File: config.mk
export PLATFORM = sky130hd
export DESIGN_NAME = keypad_emu
export DESIGN_NICKNAME = d
export VERILOG_FILES = /design/src/rtl/keypad_emu.sv
export SDC_FILE = /design/constraint.sdc
export NUM_CORES = 1
export LEC_CHECK = 0
export CORE_UTILIZATION = 52
export CTS_BUF_LIST = sky130_fd_sc_hd__clkbuf_4 sky130_fd_sc_hd__clkbuf_8
export CTS_CLUSTER_DIAMETER = 60
export DETAILED_ROUTE_END_ITERATION = 7
export MAX_ROUTING_LAYER = met4
export PLACE_DENSITY = 0.71
export SLEW_MARGIN = 15
export SYNTH_ARGS = -nofsm -noshare
export SYNTH_HDL_FRONTEND = slang
export SYNTH_SLANG_ARGS = --single-unit
File: constraint.sdc
create_clock -name clk -period 5.7 [get_ports clk]
set_clock_uncertainty 0.15 [all_clocks]
set_input_delay 1.14 -clock clk [delete_from_list [all_inputs] [get_ports clk]]
set_output_delay 1.14 -clock clk [all_outputs]
set_load 0.05 [all_outputs]
File: src/rtl/keypad_emu.sv
// Purpose: 4x4 matrix-keypad emulator with contact-bounce model for scanner loopback self-test.
// Latency: r_pin follows c_pin/contact one cycle later; a bounce burst lasts (BOUNCE_TOGGLES+1)*BOUNCE_CYC cycles.
// Backpressure: cmd_ready drops for the whole bounce burst; commands are only consumed in IDLE and HELD.
module keypad_emu #(
    parameter int BOUNCE_CYC     = 2000,
    parameter int BOUNCE_TOGGLES = 6
) (
    input  logic       clk,
    input  logic       rst,
    input  logic       cmd_valid,
    output logic       cmd_ready,
    input  logic [3:0] cmd_key,
    input  logic       cmd_press,
    input  logic [3:0] c_pin,
    output logic [3:0] r_pin,
    output logic       key_down,
    output logic       busy,
    output logic       contact
);

    typedef enum logic [1:0] {
        IDLE           = 2'd0,
        PRESS_BOUNCE   = 2'd1,
        HELD           = 2'd2,
        RELEASE_BOUNCE = 2'd3
    } state_t;

    // Terminal counts; both counters are cleared on reaching these, so they never wrap.
    localparam logic [15:0] CYC_LAST = 16'(BOUNCE_CYC - 1);
    localparam logic [3:0]  TOG_LAST = 4'(BOUNCE_TOGGLES);

    state_t      state;
    state_t      state_nxt;
    logic [15:0] cyc_cnt;
    logic [15:0] cyc_nxt;
    logic [3:0]  tog_cnt;
    logic [3:0]  tog_nxt;
    logic [3:0]  key_q;
    logic [3:0]  key_nxt;
    logic        contact_nxt;
    logic [3:0]  col_oh;
    logic [3:0]  row_oh;
    logic        cmd_fire;

    assign cmd_ready = (state == IDLE) || (state == HELD);
    assign busy      = ~cmd_ready;
    assign key_down  = (state == HELD);
    assign cmd_fire  = cmd_valid && cmd_ready;

    // Key code to (column, row) position on the matrix.
    always_comb begin
        col_oh = 4'b0000;
        row_oh = 4'b0000;
        case (key_q)
            4'd10: begin col_oh = 4'b1000; row_oh = 4'b1000; end
            4'd3:  begin col_oh = 4'b1000; row_oh = 4'b0100; end
            4'd2:  begin col_oh = 4'b1000; row_oh = 4'b0010; end
            4'd1:  begin col_oh = 4'b1000; row_oh = 4'b0001; end
            4'd13: begin col_oh = 4'b0100; row_oh = 4'b1000; end
            4'd14: begin col_oh = 4'b0100; row_oh = 4'b0100; end
            4'd0:  begin col_oh = 4'b0100; row_oh = 4'b0010; end
            4'd15: begin col_oh = 4'b0100; row_oh = 4'b0001; end
            4'd12: begin col_oh = 4'b0010; row_oh = 4'b1000; end
            4'd9:  begin col_oh = 4'b0010; row_oh = 4'b0100; end
            4'd8:  begin col_oh = 4'b0010; row_oh = 4'b0010; end
            4'd7:  begin col_oh = 4'b0010; row_oh = 4'b0001; end
            4'd11: begin col_oh = 4'b0001; row_oh = 4'b1000; end
            4'd6:  begin col_oh = 4'b0001; row_oh = 4'b0100; end
            4'd5:  begin col_oh = 4'b0001; row_oh = 4'b0010; end
            4'd4:  begin col_oh = 4'b0001; row_oh = 4'b0001; end
        endcase
    end

    // Next-state logic: command acceptance and the bounce phase/toggle counting.
    always_comb begin
        state_nxt   = state;
        cyc_nxt     = cyc_cnt;
        tog_nxt     = tog_cnt;
        key_nxt     = key_q;
        contact_nxt = contact;
        case (state)
            IDLE: begin
                // A release with no key down is simply consumed.
                if (cmd_fire && cmd_press) begin
                    key_nxt     = cmd_key;
                    contact_nxt = 1'b1;
                    cyc_nxt     = 16'd0;
                    tog_nxt     = 4'd0;
                    state_nxt   = PRESS_BOUNCE;
                end
            end
            PRESS_BOUNCE, RELEASE_BOUNCE: begin
                if (cyc_cnt == CYC_LAST) begin
                    cyc_nxt = 16'd0;
                    if (tog_cnt == TOG_LAST) begin
                        // Settle to the level the command asked for.
                        contact_nxt = (state == PRESS_BOUNCE);
                        state_nxt   = (state == PRESS_BOUNCE) ? HELD : IDLE;
                    end else begin
                        contact_nxt = ~contact;
                        tog_nxt     = tog_cnt + 4'd1;
                    end
                end else begin
                    cyc_nxt = cyc_cnt + 16'd1;
                end
            end
            HELD: begin
                // Single-key model: a second press is consumed without effect.
                if (cmd_fire && !cmd_press) begin
                    contact_nxt = 1'b0;
                    cyc_nxt     = 16'd0;
                    tog_nxt     = 4'd0;
                    state_nxt   = RELEASE_BOUNCE;
                end
            end
            default: begin
                state_nxt = IDLE;
            end
        endcase
    end

    // State, counter and latched-key registers.
    always_ff @(posedge clk or negedge rst) begin
        if (!rst) begin
            state   <= IDLE;
            cyc_cnt <= 16'd0;
            tog_cnt <= 4'd0;
            key_q   <= 4'd0;
            contact <= 1'b0;
        end else begin
            state   <= state_nxt;
            cyc_cnt <= cyc_nxt;
            tog_cnt <= tog_nxt;
            key_q   <= key_nxt;
            contact <= contact_nxt;
        end
    end

    // Row answer: drive the key's row only while its column is strobed and the contact is closed.
    always_ff @(posedge clk or negedge rst) begin
        if (!rst) begin
            r_pin <= 4'b0000;
        end else begin
            r_pin <= (contact && ((c_pin & col_oh) != 4'b0000)) ? row_oh : 4'b0000;
        end
    end

endmodule

==> impl_metrics.json, run 1 <==
{
  "worst_setup_path_end_kind": "primary output",
  "via_count": 1438,
  "fp-row-count": 21,
  "grt_pass1_wl_um": 5890,
  "r2r-start": "state[0]",
  "synth_fa_ha_area_frac": 0.0875,
  "postRouteWirelength_um": 3760,
  "arrival_ns": 2.35,
  "fillCellCount": 267,
  "cts_tree": "built",
  "whs_endpoint": "cyc_cnt[1]",
  "p_leak_nw": 0.921,
  "netlist_area_mm2": 0.00186,
  "cts.clk_slew.worst_paths_ns": 0.10,
  "die-area_mm2": 0.00382,
  "fin_crit_sh": 0.639,
  "synth_mux_area_frac": 0.0599,
  "antenna_found_initial": 0,
  "synthesis.nets": 213,
  "rrSetupSlack_ns": 3.32,
  "die_h_um": 61.8,
  "drc": 0,
  "post-cts-setup-buffer-count": 0,
  "reg2reg_depth": 7,
  "total_power_mw": 0.384,
  "worst_pin_slew_ns": 0.575,
  "cap_violations": 0,
  "die_x_um": 61.8,
  "cts-buffers-inserted": 5,
  "critPathLaunchType": "register",
  "worstHoldPathType": "register to register",
  "cts_sinks": 31,
  "synthArstFlopShare": 1.00,
  "worstReg2RegEnd": "tog_cnt[1]",
  "seq_area_um2": 776,
  "crit_fanout": 5,
  "overflow": 0,
  "ys_warn_count": 0,
  "ant_nets": 0,
  "final_nets": 233,
  "min_path_cells": 2,
  "finalWeightedCongestion": 0.802,
  "min_from": "cyc_cnt[1]",
  "multi_input_area_mm2": 0.00101,
  "cts.htree.levels": 2,
  "tns_ns": 0,
  "synth_ff_type": "dfrtp_1",
  "synth-edff-count": 0,
  "rsz0062_at_grt": "no",
  "core_area_mm2": 0.00339,
  "cts_root_buf": "clkbuf_4",
  "hold_violations": 0,
  "synth_top_family_by_area": "simple AND/OR/NAND/NOR gates",
  "port_buffers": 19,
  "synth_compound_area_frac": 0.118,
  "ys_ff_latch": 31,
  "cts_hold_buf": 0,
  "dp_hpwl_um": 2770,
  "grt_pass1_vias": 1330,
  "required_ns": 4.41,
  "syn_to_final_growth_pct": 15.2,
  "fin_crit_ns": 3.64,
  "num_antenna_cells": 0,
  "fmax_mhz": 274,
  "insertion_delay_ns": 0.34,
  "clockBufferDepth": 2,
  "grt_util_all_layers": 0.226,
  "firstDrtPassIters": 4,
  "power_density_mw_per_mm2": 180,
  "vdd_drop_max_uv": 116,
  "wire_per_inst_um": 14.8,
  "status": "complete, no violations",
  "synth_xor_area_frac": 0.0613,
  "path_class": "register to primary output",
  "avgSynthCellArea_um2": 9.88,
  "yosysUniqueCellTypes": 50,
  "grt_start_max_net_pins": 32,
  "synth-simple-area-share": 0.215,
  "start_util": 0.548,
  "drive_gt1_frac": 0.120,
  "drv_slew": 0,
  "cts_resized": 0,
  "relSlewSlack": 0.613,
  "via_per_inst": 5.64,
  "pin_count": 20,
  "setup-violations-final": 0,
  "drt-initial-drc-count": 52,
  "ys_seq_area_frac": 0.418,
  "synth_cells": 188
}
critical path, stage by stage (launching register included):
cell and delay (ns):
dfrtp_1 0.43, inv_1 0.12, ha_1 0.29, or2_2 0.33, inv_1 0.06, clkdlybuf4s50_1 0.79
cells by family after synthesis:
family / count (synthesis)
simple gates: 75
compound gates: 31
flops: 31
buf+inv: 15
xor+xnor: 13
fa+ha+maj: 13
mux: 10
stage by stage:
step	cell area (µm²)	hold WS, ns	worst slack (ns)	std cells	utilization
finish	2140	0.403	2.06	255	0.631
global route	2140	0.431	1.92	255	0.631
CTS	2140	0.399	2.04	255	0.631
detailed placement	2070	0.376	2.42	247	0.610
global placement	2070	0.351	2.50	247	0.610
floorplan	1860	0.326	2.63	188	-
how the worst max path moves through the flow:
stage          startpoint  depth (start not counted)  slack [ns]  endpoint
6_report         state[0]                          5        2.06      busy
5_1_grt          state[0]                          5        1.92      busy
4_1_cts          state[0]                          5        2.04      busy
3_5_place_dp     state[0]                          5        2.42      busy
3_3_place_gp     state[0]                          5        2.50      busy
2_1_floorplan    state[0]                          4        2.63      busy
routing by layer:
layer	GRT usage	share of wire	routed length, µm	up-vias
met5	-	0	0	-
met4	0.0889	0.017	65	0
met3	0.0621	0.041	155	7
met2	0.376	0.51	1910	36
met1	0.258	0.43	1630	699
li1	-	-	-	696
registers in the layout (all words and copies together), names as in the netlist:
register	count
key_q	4
cyc_cnt	16
r_pin	4
tog_cnt	4
state	2
contact	1
power breakdown:
group	switching, mW	leakage, nW	internal, mW
sequential	0	0.376	0.220
combinational	0.00596	0.503	0.00753
clock	0.0740	0.0420	0.0773
total	0.0799	0.921	0.305
cell usage after synthesis, drive strengths merged (2+ instances only):
| master | n | share of area |
|---|---|---|
| a21boi | 2 | 0.0081 |
| a21oi | 7 | 0.019 |
| and2 | 2 | 0.0081 |
| and3 | 2 | 0.0094 |
| buf | 6 | 0.023 |
| dfrtp | 31 | 0.42 |
| ha | 13 | 0.088 |
| inv | 8 | 0.016 |
| mux2 | 6 | 0.038 |
| mux2i | 4 | 0.022 |
| nand2 | 13 | 0.028 |
| nand2b | 2 | 0.0067 |
| nand3 | 5 | 0.013 |
| nand3b | 2 | 0.0081 |
| nand4 | 7 | 0.024 |
| nor2 | 25 | 0.051 |
| nor2b | 2 | 0.0067 |
| nor3 | 5 | 0.013 |
| nor3b | 2 | 0.0081 |
| nor4 | 3 | 0.017 |
| nor4b | 2 | 0.0094 |
| o21ai | 8 | 0.022 |
| xnor2 | 7 | 0.033 |
| xor2 | 6 | 0.028 |
layout by cell type, fill, tap and decap left out, types with 2 or more instances in the layout:
cell             netlist  layout
xor2_1                 6       6
clkbuf_8               0       2
nor3b_1                2       2
xnor2_1                7       7
nor4_2                 2       2
ha_1                  13      13
nand3_1                5       5
clkdlybuf4s50_1        0      19
nand2_1               12      12
nor2_1                25      25
nand4_1                7       7
nor4b_1                2       2
dfrtp_1               31      31
inv_1                  8       8
a21oi_1                7       7
nand3b_1               2       2
nor3_1                 5       5
mux2_2                 5       5
o21ai_0                7       7
nand2b_1               2       2
nor2b_1                2       2
clkbuf_4               0       6
mux2i_1                4       4
final cells by class:
type                    instances  area share
well taps                      46      0.0269
clock buffers                   8      0.0339
inverters                       8      0.0140
repair buffers                 20      0.0924
multi-input cells             142       0.470
flip-flops and latches         31       0.363
No activity file was read; power rests on OpenSTA's default activity.
==> run 2: changes to the inputs <==
clock period = 3.8 ns   (was 5.7 ns; I/O delays follow)
==> results of run 2 <==
The final DEF is identical to that of run 1. Status: complete, no violations.
Main changes from that run: setup slack after placement 2.42 ns -> 0.901 ns; setup slack after layout 2.06 ns -> 0.536 ns; register-to-register setup slack 3.32 ns -> 1.42 ns; total power 0.384 mW -> 0.577 mW; worst IR drop on VDD 116 µV -> 174 µV
==> run 3: changes to the inputs <==
CTS_CLUSTER_DIAMETER = 150   (was 60)
==> results of run 3 <==
The final DEF is identical to that of run 1. Status: complete, no violations.
Main changes from that run: setup slack after placement 2.42 ns -> 0.901 ns; setup slack after layout 2.06 ns -> 0.536 ns; register-to-register setup slack 3.32 ns -> 1.42 ns; total power 0.384 mW -> 0.577 mW; worst IR drop on VDD 116 µV -> 174 µV
